<file path="src/rtl/amiga_trigger_rx_pkg.sv">
// Shared constants, FSM encoding and codeword field helpers for the AMIGA LTS link receiver.
package amiga_trigger_rx_pkg;

  localparam int LTS_LEN      = 16;
  localparam int HAMM_ENC_LEN = 22;
  localparam int SYN_W        = 5;
  localparam int CW_PAR_IDX   = HAMM_ENC_LEN - 1;  // overall even-parity bit, sent first

  typedef enum logic {
    ST_IDLE  = 1'b0,
    ST_SHIFT = 1'b1
  } rx_state_e;

  // Data bits occupy every non-power-of-two Hamming position (position = index + 1).
  function automatic logic [LTS_LEN-1:0] extract_data(input logic [HAMM_ENC_LEN-1:0] cw);
    return {cw[20:16], cw[14:8], cw[6:4], cw[2]};
  endfunction

endpackage

</file>
<file path="src/rtl/amiga_trigger_rx_dec.sv">
// Combinational SECDED decoder for the 22-bit LTS codeword: corrects one error, flags two.
module hamming_secded_dec22
  import amiga_trigger_rx_pkg::*;
(
  input  logic [HAMM_ENC_LEN-1:0] cw_i,
  output logic [LTS_LEN-1:0]      data_o,
  output logic                    corrected_o,
  output logic                    uncorrectable_o
);

  logic [SYN_W-1:0]        syn;
  logic                    par;
  logic [HAMM_ENC_LEN-1:0] fixed;

  always_comb begin
    // NOTE: every variable gets a default before any branch so no path leaves it unassigned (no latch).
    syn             = '0;
    par             = ^cw_i;
    fixed           = cw_i;
    corrected_o     = 1'b0;
    uncorrectable_o = 1'b0;

    for (int i = 0; i < CW_PAR_IDX; i++) begin
      if (cw_i[i]) syn = syn ^ SYN_W'(i + 1);
    end

    if (syn == '0) begin
      corrected_o = par;  // only the overall parity bit itself was hit
    end else if (par) begin
      if (syn <= SYN_W'(CW_PAR_IDX)) begin
        fixed[syn - 5'd1] = ~fixed[syn - 5'd1];
        corrected_o       = 1'b1;
      end else begin
        uncorrectable_o = 1'b1;  // odd error count pointing outside the word
      end
    end else begin
      uncorrectable_o = 1'b1;
    end

    data_o = extract_data(fixed);
  end

endmodule

</file>
<file path="src/rtl/amiga_trigger_rx.sv">
// AMIGA LTS link receiver: synchronises ser_clk/ser_data, deserialises 22-bit frames,
// decodes them through a two-stage pipeline and keeps saturating error counters.
module amiga_trigger_rx
  import amiga_trigger_rx_pkg::*;
#(
  parameter int DENOMINATOR  = 12,
  parameter int SYNC_STAGES  = 2,
  parameter int IDLE_TIMEOUT = 4 * DENOMINATOR
) (
  input  logic               clock_120M,
  input  logic               resetn,
  input  logic               ser_clk,
  input  logic               ser_data,
  input  logic               cnt_clear,
  output logic [LTS_LEN-1:0] lts_out,
  output logic               lts_valid,
  output logic               corrected,
  output logic               uncorrectable,
  output logic               frame_err,
  output logic               busy,
  output logic [15:0]        cnt_corrected,
  output logic [15:0]        cnt_uncorr
);

  localparam int                  TIMER_W      = $clog2(IDLE_TIMEOUT);
  localparam logic [TIMER_W-1:0]  TIMEOUT_LAST = TIMER_W'(IDLE_TIMEOUT - 1);
  localparam logic [4:0]          LAST_BIT     = 5'(HAMM_ENC_LEN - 1);

  logic [SYNC_STAGES-1:0]  sclk_sync_q, sdat_sync_q;
  logic                    sclk_d_q;
  logic                    sclk_s, sdat_s, rise;

  rx_state_e               state_q, state_d;
  logic [HAMM_ENC_LEN-2:0] shift_q, shift_d;
  logic [4:0]              bit_cnt_q, bit_cnt_d;
  logic [TIMER_W-1:0]      timer_q, timer_d;
  logic [HAMM_ENC_LEN-1:0] cw_q, cw_d;
  logic                    dec_go_q, dec_go_d;
  logic                    frame_err_q, frame_err_d;

  logic [LTS_LEN-1:0]      dec_data;
  logic                    dec_corr, dec_unc;
  logic [LTS_LEN-1:0]      dec_data_q, lts_out_q;
  logic                    dec_vld_q, dec_corr_q, dec_unc_q;
  logic                    lts_valid_q, corr_q, unc_q;
  logic [15:0]             cnt_corr_q, cnt_unc_q;

  // Clock and data share the same depth so the sampled bit lines up with the detected rise.
  assign sclk_s = sclk_sync_q[SYNC_STAGES-1];
  assign sdat_s = sdat_sync_q[SYNC_STAGES-1];
  assign rise   = sclk_s & ~sclk_d_q;

  always_ff @(posedge clock_120M or negedge resetn) begin
    if (!resetn) begin
      sclk_sync_q <= '0;
      sdat_sync_q <= '0;
      sclk_d_q    <= 1'b0;
    end else begin
      // NOTE: non-blocking assignments let every flop sample pre-edge values, forming a true shift chain.
      sclk_sync_q <= {sclk_sync_q[SYNC_STAGES-2:0], ser_clk};
      sdat_sync_q <= {sdat_sync_q[SYNC_STAGES-2:0], ser_data};
      sclk_d_q    <= sclk_s;
    end
  end

  always_comb begin
    state_d     = state_q;
    shift_d     = shift_q;
    bit_cnt_d   = bit_cnt_q;
    timer_d     = timer_q;
    cw_d        = cw_q;
    dec_go_d    = 1'b0;
    frame_err_d = 1'b0;

    unique case (state_q)
      ST_IDLE: begin
        if (rise) begin
          shift_d   = {shift_q[HAMM_ENC_LEN-3:0], sdat_s};
          bit_cnt_d = 5'd1;
          timer_d   = '0;
          state_d   = ST_SHIFT;
        end
      end
      ST_SHIFT: begin
        if (rise) begin
          shift_d = {shift_q[HAMM_ENC_LEN-3:0], sdat_s};
          timer_d = '0;
          if (bit_cnt_q == LAST_BIT) begin
            cw_d      = {shift_q, sdat_s};
            dec_go_d  = 1'b1;
            bit_cnt_d = '0;
            state_d   = ST_IDLE;
          end else begin
            bit_cnt_d = bit_cnt_q + 5'd1;
          end
        end else if (timer_q == TIMEOUT_LAST) begin
          frame_err_d = 1'b1;
          bit_cnt_d   = '0;
          timer_d     = '0;
          state_d     = ST_IDLE;
        end else begin
          timer_d = timer_q + 1'b1;
        end
      end
      default: state_d = ST_IDLE;
    endcase
  end

  always_ff @(posedge clock_120M or negedge resetn) begin
    if (!resetn) begin
      state_q     <= ST_IDLE;
      shift_q     <= '0;
      bit_cnt_q   <= '0;
      timer_q     <= '0;
      cw_q        <= '0;
      dec_go_q    <= 1'b0;
      frame_err_q <= 1'b0;
    end else begin
      state_q     <= state_d;
      shift_q     <= shift_d;
      bit_cnt_q   <= bit_cnt_d;
      timer_q     <= timer_d;
      cw_q        <= cw_d;
      dec_go_q    <= dec_go_d;
      frame_err_q <= frame_err_d;
    end
  end

  hamming_secded_dec22 u_dec (
    .cw_i           (cw_q),
    .data_o         (dec_data),
    .corrected_o    (dec_corr),
    .uncorrectable_o(dec_unc)
  );

  // Stage 1 captures the decoder result; stage 2 publishes it and updates the counters.
  always_ff @(posedge clock_120M or negedge resetn) begin
    if (!resetn) begin
      dec_vld_q   <= 1'b0;
      dec_data_q  <= '0;
      dec_corr_q  <= 1'b0;
      dec_unc_q   <= 1'b0;
      lts_valid_q <= 1'b0;
      lts_out_q   <= '0;
      corr_q      <= 1'b0;
      unc_q       <= 1'b0;
      cnt_corr_q  <= '0;
      cnt_unc_q   <= '0;
    end else begin
      dec_vld_q   <= dec_go_q;
      dec_data_q  <= dec_data;
      dec_corr_q  <= dec_corr;
      dec_unc_q   <= dec_unc;
      lts_valid_q <= dec_vld_q;
      if (dec_vld_q) begin
        lts_out_q <= dec_data_q;
        corr_q    <= dec_corr_q;
        unc_q     <= dec_unc_q;
      end

      if (cnt_clear) begin
        cnt_corr_q <= '0;
        cnt_unc_q  <= '0;
      end else if (dec_vld_q) begin
        if (dec_corr_q && cnt_corr_q != 16'hFFFF) cnt_corr_q <= cnt_corr_q + 16'd1;
        if (dec_unc_q  && cnt_unc_q  != 16'hFFFF) cnt_unc_q  <= cnt_unc_q  + 16'd1;
      end
    end
  end

  assign lts_out       = lts_out_q;
  assign lts_valid     = lts_valid_q;
  assign corrected     = corr_q;
  assign uncorrectable = unc_q;
  assign frame_err     = frame_err_q;
  assign busy          = (state_q != ST_IDLE);
  assign cnt_corrected = cnt_corr_q;
  assign cnt_uncorr    = cnt_unc_q;

endmodule

</file>
<file path="config.mk">
export PLATFORM = sky130hd
export DESIGN_NAME = amiga_trigger_rx
export DESIGN_NICKNAME = d
export VERILOG_FILES = /design/src/rtl/amiga_trigger_rx_pkg.sv /design/src/rtl/amiga_trigger_rx_dec.sv /design/src/rtl/amiga_trigger_rx.sv
export SDC_FILE = /design/constraint.sdc
export NUM_CORES = 1
export LEC_CHECK = 0
export ABC_AREA = 1
export CORE_MARGIN = 2
export CORE_UTILIZATION = 30
export DETAILED_ROUTE_END_ITERATION = 6
export PLACE_DENSITY = 0.44
export RECOVER_POWER = 50
export SLEW_MARGIN = 30
export SYNTH_ARGS = -nofsm -noshare
export SYNTH_HDL_FRONTEND = slang
export SYNTH_SLANG_ARGS = --single-unit
</file>
<file path="constraint.sdc">
create_clock -name clock_120M -period 5.8 [get_ports clock_120M]
set_clock_uncertainty 0.2 [all_clocks]
set_input_delay 1.16 -clock clock_120M [delete_from_list [all_inputs] [get_ports clock_120M]]
set_output_delay 1.16 -clock clock_120M [all_outputs]
set_load 0.01 [all_outputs]
</file>
; Word-level counts from Yosys, hierarchy flattened
; Index checks and enable logic that the tools add are counted.
[word_totals]
regBits = 132
out_inout_bits = 53
input_bits = 5
elab_cells = 132
[op_classes]
addsub = 5
n_lt_le_gt_ge = 3
n_reduce_logical = 12
muxes = 62
eq_ne = 6
bitwise_logic = 24
[op_table]
columns = operator, count
row1 = $mux W16, 6
row2 = $mux W21, 4
row3 = $mux W5, 10
row4 = $add A16 B1 Y16 const B, 2
row5 = $mux W4, 8
row6 = $ne A16 B16 Y1 const B, 2
row7 = $bwmux W22, 1
row8 = $reduce_xor A22 Y1, 1
row9 = $mux W1, 19
row10 = $mux W6, 3
row11 = $not A2 Y2, 9
row12 = $not A3 Y3, 6
row13 = $mux W3, 4
row14 = $pmux W6 S2, 1
row15 = $pmux W5 S2, 1
row16 = $add A6 B1 Y6 const B, 1
row17 = $eq A6 B6 Y1 const B, 1
row18 = $lt A5 B6 Y1 const B, 1
row19 = $reduce_and A2 Y1, 3
row20 = $reduce_bool A2 Y1, 3
row21 = $add A5 B1 Y5 const B, 1
row22 = $bmux W1 S5, 1
row23 = $demux W1 S5, 1
row24 = $eq A5 B5 Y1 const B, 1
row25 = 14 further kinds, 22

; Depth between registers and ports, before layout
[logic_depth]
ltp_word = 46
mapped_depth = 23
depth_no_buf = 19

; Hierarchy
; Synthesis repeated with hierarchy kept, for this count alone.
[unflattened]
cells_unflattened = 910
hier_area_um2 = 7423.4
[modules_own_cells]
columns = mod, area_each_um2, instances, cells_each, seq_area_each_um2
row1 = amiga_trigger_rx, 5740.5, 1, 615, 3303.2
row2 = hamming_secded_dec22, 1682.9, 1, 295, 0.0

; Worst setup path after synthesis
; Ideal clock, no wire load.
[synth_timing]
kind = flip-flop to flip-flop
start = register cw_q[10]
end = register dec_data_q[10]
t_arrival_ns = 2.596
setup_slack_ns = 2.931
stages_incl_launch_ff = 24
cell_sequence = dfrtp_1 -> clkbuf_2 -> inv_1 -> nand2_1 -> nand2_1 -> nand2_1 -> nand2_1 -> nand2_1 -> nand2_1 -> nand2_1 -> nand3_1 -> nand2_2 -> buf_6 -> ha_1 -> clkbuf_1 -> inv_1 -> nand2_1 -> nand2_1 -> nand2_1 -> nand3_1 -> nand4_1 -> nand2_4 -> buf_8 -> a21oi_2
[synth_via]
elab_chain_len = 25
word_cells_on_any_way = 35
[synth_lines]
columns = item, line_no
row1 = "start, declared", amiga_trigger_rx.sv:37  ; logic [HAMM_ENC_LEN-1:0] cw_q, cw_d;
row2 = "start signal, assigned", amiga_trigger_rx.sv:123  ; cw_q <= cw_d;
row3 = $mux W4 (2 in series), amiga_trigger_rx_dec.sv:24  ; if (cw_i[i]) syn = syn ^ SYN_W'(i + 1);
row4 = $not A3 Y3 (no line), n/a
row5 = $mux W4 (2 in series), amiga_trigger_rx_dec.sv:24
row6 = $not A4 Y4 (no line), n/a
row7 = $mux W4, amiga_trigger_rx_dec.sv:24
row8 = $mux W5, amiga_trigger_rx_dec.sv:24
row9 = $not A2 Y2 (no line), n/a
row10 = $mux W5 (2 in series), amiga_trigger_rx_dec.sv:24
row11 = (+7 left out), n/a
row12 = $logic_and A1 B1 Y1 (not written as such), amiga_trigger_rx_dec.sv:31  ; fixed[syn - 5'd1] = ~fixed[syn - 5'd1];
row13 = $mux W1 (not written as such), amiga_trigger_rx_dec.sv:31
row14 = $demux W1 S5, n/a
row15 = $bwmux W22, amiga_trigger_rx_dec.sv:31
row16 = $mux W21, amiga_trigger_rx_dec.sv:30  ; if (syn <= SYN_W'(CW_PAR_IDX)) begin
row17 = $mux W21, amiga_trigger_rx_dec.sv:29  ; end else if (par) begin
row18 = $mux W21 (*), amiga_trigger_rx_dec.sv:27  ; if (syn == '0) begin
row19 = via dec_data[10], amiga_trigger_rx.sv:41  ; logic [LTS_LEN-1:0] dec_data;
row20 = "end signal, assigned", amiga_trigger_rx.sv:151  ; dec_data_q <= dec_data;
row21 = "end, declared", amiga_trigger_rx.sv:43  ; logic [LTS_LEN-1:0] dec_data_q, lts_out_q;
; The timed path passes the listed nets; every way through them passes the cells marked *. The select of a mux whose other input is x is not followed.
; A chain may end at the register's enable or synchronous reset.

; Worst setup path in the final report
[layout_timing]
start = register sclk_d_q
end = register cw_q[13]
[layout_via]
elab_chain_len = 3
[layout_lines]
columns = item, line_no
row1 = "start, declared", amiga_trigger_rx.sv:30  ; logic sclk_d_q;
row2 = "start signal, assigned", amiga_trigger_rx.sv:62  ; sclk_d_q <= sclk_s;
row3 = $not A1 Y1, amiga_trigger_rx.sv:51  ; assign rise = sclk_s & ~sclk_d_q;
row4 = $and A1 B1 Y1, amiga_trigger_rx.sv:51
row5 = $reduce_and A3 Y1 (no line), n/a
; No other way between the ends.

==> impl_metrics.py <==
metrics = {
    "status": {
        "status": "finished with violations",
        "failed_checks": "capacitance limit, slew limit",
    },
    "setup_path": {
        "r2r_start": "sclk_d_q",
        "crit_fanout": 29,
        "cp-start-kind": "flip-flop",
        "slowest_delay_ns": 0.88,
        "worstPathArrival_ns": 3.59,
        "path_cells": "nor2_1, clkbuf_1, inv_1, nor3_2, buf_4, inv_1, nand2_1, o21ai_0",
        "endpoint_kind": "flip-flop",
        "critPathLaunch": "sclk_d_q",
        "worstPathRequired_ns": 5.87,
        "cp_common_cell": "inv_1",
        "path_class": "reg2reg",
        "slowest_stage": "clkbuf_1",
    },
    "clock_tree": {
        "htree_num_levels": 4,
        "root_buffer": "clkbuf_16",
        "path_clk_slew_ns": 0.06,
        "cts_max_path_buffers": 2,
        "cts_hold_buf": 0,
        "cts.sinks": 132,
        "ctsResizeCount": 0,
        "postCtsSetupRepairBufs": 0,
        "numCtsBuffers": 17,
        "clk_latency_ns": 0.42,
        "cts_tree": "yes",
    },
    "die": {
        "rows": 55,
        "dieArea_um2": 23800,
        "initial_core_util_pct": 30.3,
        "die_w_um": 154,
        "io_pins": 58,
        "die_h_um": 154,
        "core_area_um2": 22400,
    },
    "cells_and_area": {
        "final_cell_mix": "nand2_1, dfrtp_1, inv_1",
        "final_common_cell": "nand2_1",
        "syn_to_final_growth_pct": 20.8,
        "layout-drive-gt1-share_pct": 12.5,
        "nNetsFinal": 863,
        "post_layout_nonfiller_instances": 1148,
        "num_antenna_cells": 0,
    },
    "synth": {
        "yosys.cell_types.count": 48,
        "synthMuxAreaShare_pct": 2.82,
        "synth_top_family_by_area": "simple AND/OR/NAND/NOR gates",
        "syn_inst": 793,
        "syn-cell-area_um2": 6790,
        "synth.avg_cell_area_um2": 8.56,
        "synth_fa_ha_area_share_pct": 1.47,
        "ys_warn_count": 0,
        "synth-edff-count": 0,
        "syn-num-nets": 806,
        "synth_compound_area_share_pct": 9.47,
        "synth-simple-area-share_pct": 25.5,
        "synth_xor_xnor_area_share_pct": 5.53,
        "ys_seq_area_share_pct": 48.7,
        "synth_ff_type": "dfrtp_1",
        "synth-seq-cells": 132,
        "postSynth.asyncResetShare_pct": 100,
    },
    "global_routing": {
        "grt_pass1_wl_um": 26400,
        "grt_usage_pct": 13.9,
        "grt-ovfl-total": 0,
        "grt_start_max_net_pins": 101,
        "antenna_found_initial": 0,
        "grt_pass1_vias": 5061,
    },
    "drt": {
        "topRoutingLayerUsed": "met4",
        "drt-total-wl_um": 15600,
        "wl_met3_um": 344,
        "met2RoutedLength_um": 6990,
        "remaining_drc_errors": 0,
        "avgViaCountPerCell": 4.52,
        "first_pass_iters": 5,
        "wl_per_cell_um": 13.6,
        "drtIter0Drc": 296,
        "via_count": 5192,
        "antenna_left": 0,
        "drt-met1-wl_um": 8020,
    },
    "placed_design": {
        "gp_congestion": 0.812,
        "hpwlAfterDp_um": 11200,
        "io_buffers": 57,
        "dp_slack_ns": 2.46,
        "dp.cells": 1116,
    },
    "timing": {
        "max_freq_mhz": 284,
        "post-route-period-util_pct": 60.6,
        "tightest_slew_ns": 2.54,
        "layout_setup_ws_ns": 2.28,
        "finalSetupViolations": 0,
        "maxSlewHeadroom_pct": -69.5,
        "drv_slew": 101,
        "grt_setup_unrepaired": "false",
        "fin_crit_ns": 3.52,
        "hold_violations": 0,
        "final.setup.tns_ns": 0,
        "holdWs_ns": 0.149,
    },
    "flow_run": {
        "maxCapViolCount": 1,
    },
    "pwr": {
        "leakagePower_nw": 3.60,
        "power_w": 0.00213,
        "powerDensity_nw_per_um2": 259,
        "ir_drop_mv": 0.156,
    },
    "hold_path": {
        "hold_path_class": "reg2reg",
        "min_from": "sclk_sync_q[0]",
    },
}
==> flip-flops by register name (all words and copies together), names as in the netlist, 2 cells and up <==
signal	cells
lts_out	16
bit_cnt_q	5
cnt_corrected	16
sclk_sync_q	2
cw_q	22
dec_data_q	16
timer_q	6
sdat_sync_q	2
cnt_uncorr	16
shift_q	21
==> synth_stat cells (2+ instances only) <==
cell type  instances  area share, %
xor2_4             2           0.81
o22ai_1            2           0.18
o21ai_0           65            4.8
nor3b_1            4           0.44
nand3_1           53            3.9
or2_1              2           0.18
a21oi_1           25            1.8
clkbuf_1          15           0.83
nor2_2            13            1.2
nand4_1            9           0.83
nand2_2           11            1.0
nand2_4            5           0.83
buf_2              2           0.15
xnor2_1           16            2.1
ha_1               8            1.5
a21oi_2           10            1.3
nand2_1          180             10
inv_2              5           0.28
mux2_2            17            2.8
nand3_2            5           0.74
xor2_1            15            1.9
buf_4              2           0.22
dfrtp_1          132             49
a2bb2oi_1          2           0.26
nor3_1            25            1.8
inv_1             83            4.6
nor2_1            61            3.4
xnor2_2            2           0.48
nand3b_1           3           0.33
==> critical path, delay by kind of cell, from the launching register on <==
family          cells  cell delay [ns]
simple gates        3             0.52
flops               1             0.36
compound gates      1             0.08
buf+inv             4             2.19
==> per-stage QoR <==
stage	instance area, um^2	utilization (%)
6_report	8200	36.6
5_1_grt	8200	36.6
4_1_cts	8210	36.6
3_5_place_dp	7630	34.0
3_3_place_gp	7630	34.0
2_1_floorplan	6790	-
==> path summary, 6_finish.rpt <==
path	endpoint	slack [ns]	cells past startpoint
max in group asynchronous	lts_out[1]	2.48	2
min reg2reg	sclk_sync_q[1]	0.15	0
min	sclk_sync_q[1]	0.15	0
max	cw_q[13]	2.28	8
max reg2reg	cw_q[13]	2.28	8
min in group asynchronous	cnt_uncorr[8]	1.32	1
==> report_power, final <==
part           switching [W]  internal (W)
sequential         0.0000236      0.000958
combinational      0.0000636     0.0000278
clock               0.000392      0.000663
==> logic make-up (layout without fill, tap and decap cells) <==
family | count (synthesis) | count (layout)
muxes | 17 | 17
adders and majority gates | 8 | 8
xor gates and xnor gates | 36 | 36
and+or+nand+nor | 376 | 376
buffers and inverters | 111 | 181
DFF | 132 | 132
AOI/OAI and AO/OA | 113 | 113
==> area by class of cell <==
type,instances,area [um^2]
clock inverters,9,103
multi-input cells,550,3040
fillers,2303,14200
clock buffers,23,478
well taps,285,357
repair buffers,60,584
inverters,89,334
flip-flops and latches,132,3300
==> routing by layer <==
metal	track usage [%]	vias up
met5	0	-
met4	5.47	0
met3	2.66	19
met2	21.4	60
met1	19.4	2429
li1	-	2684
(Power assumes the default switching activity.)
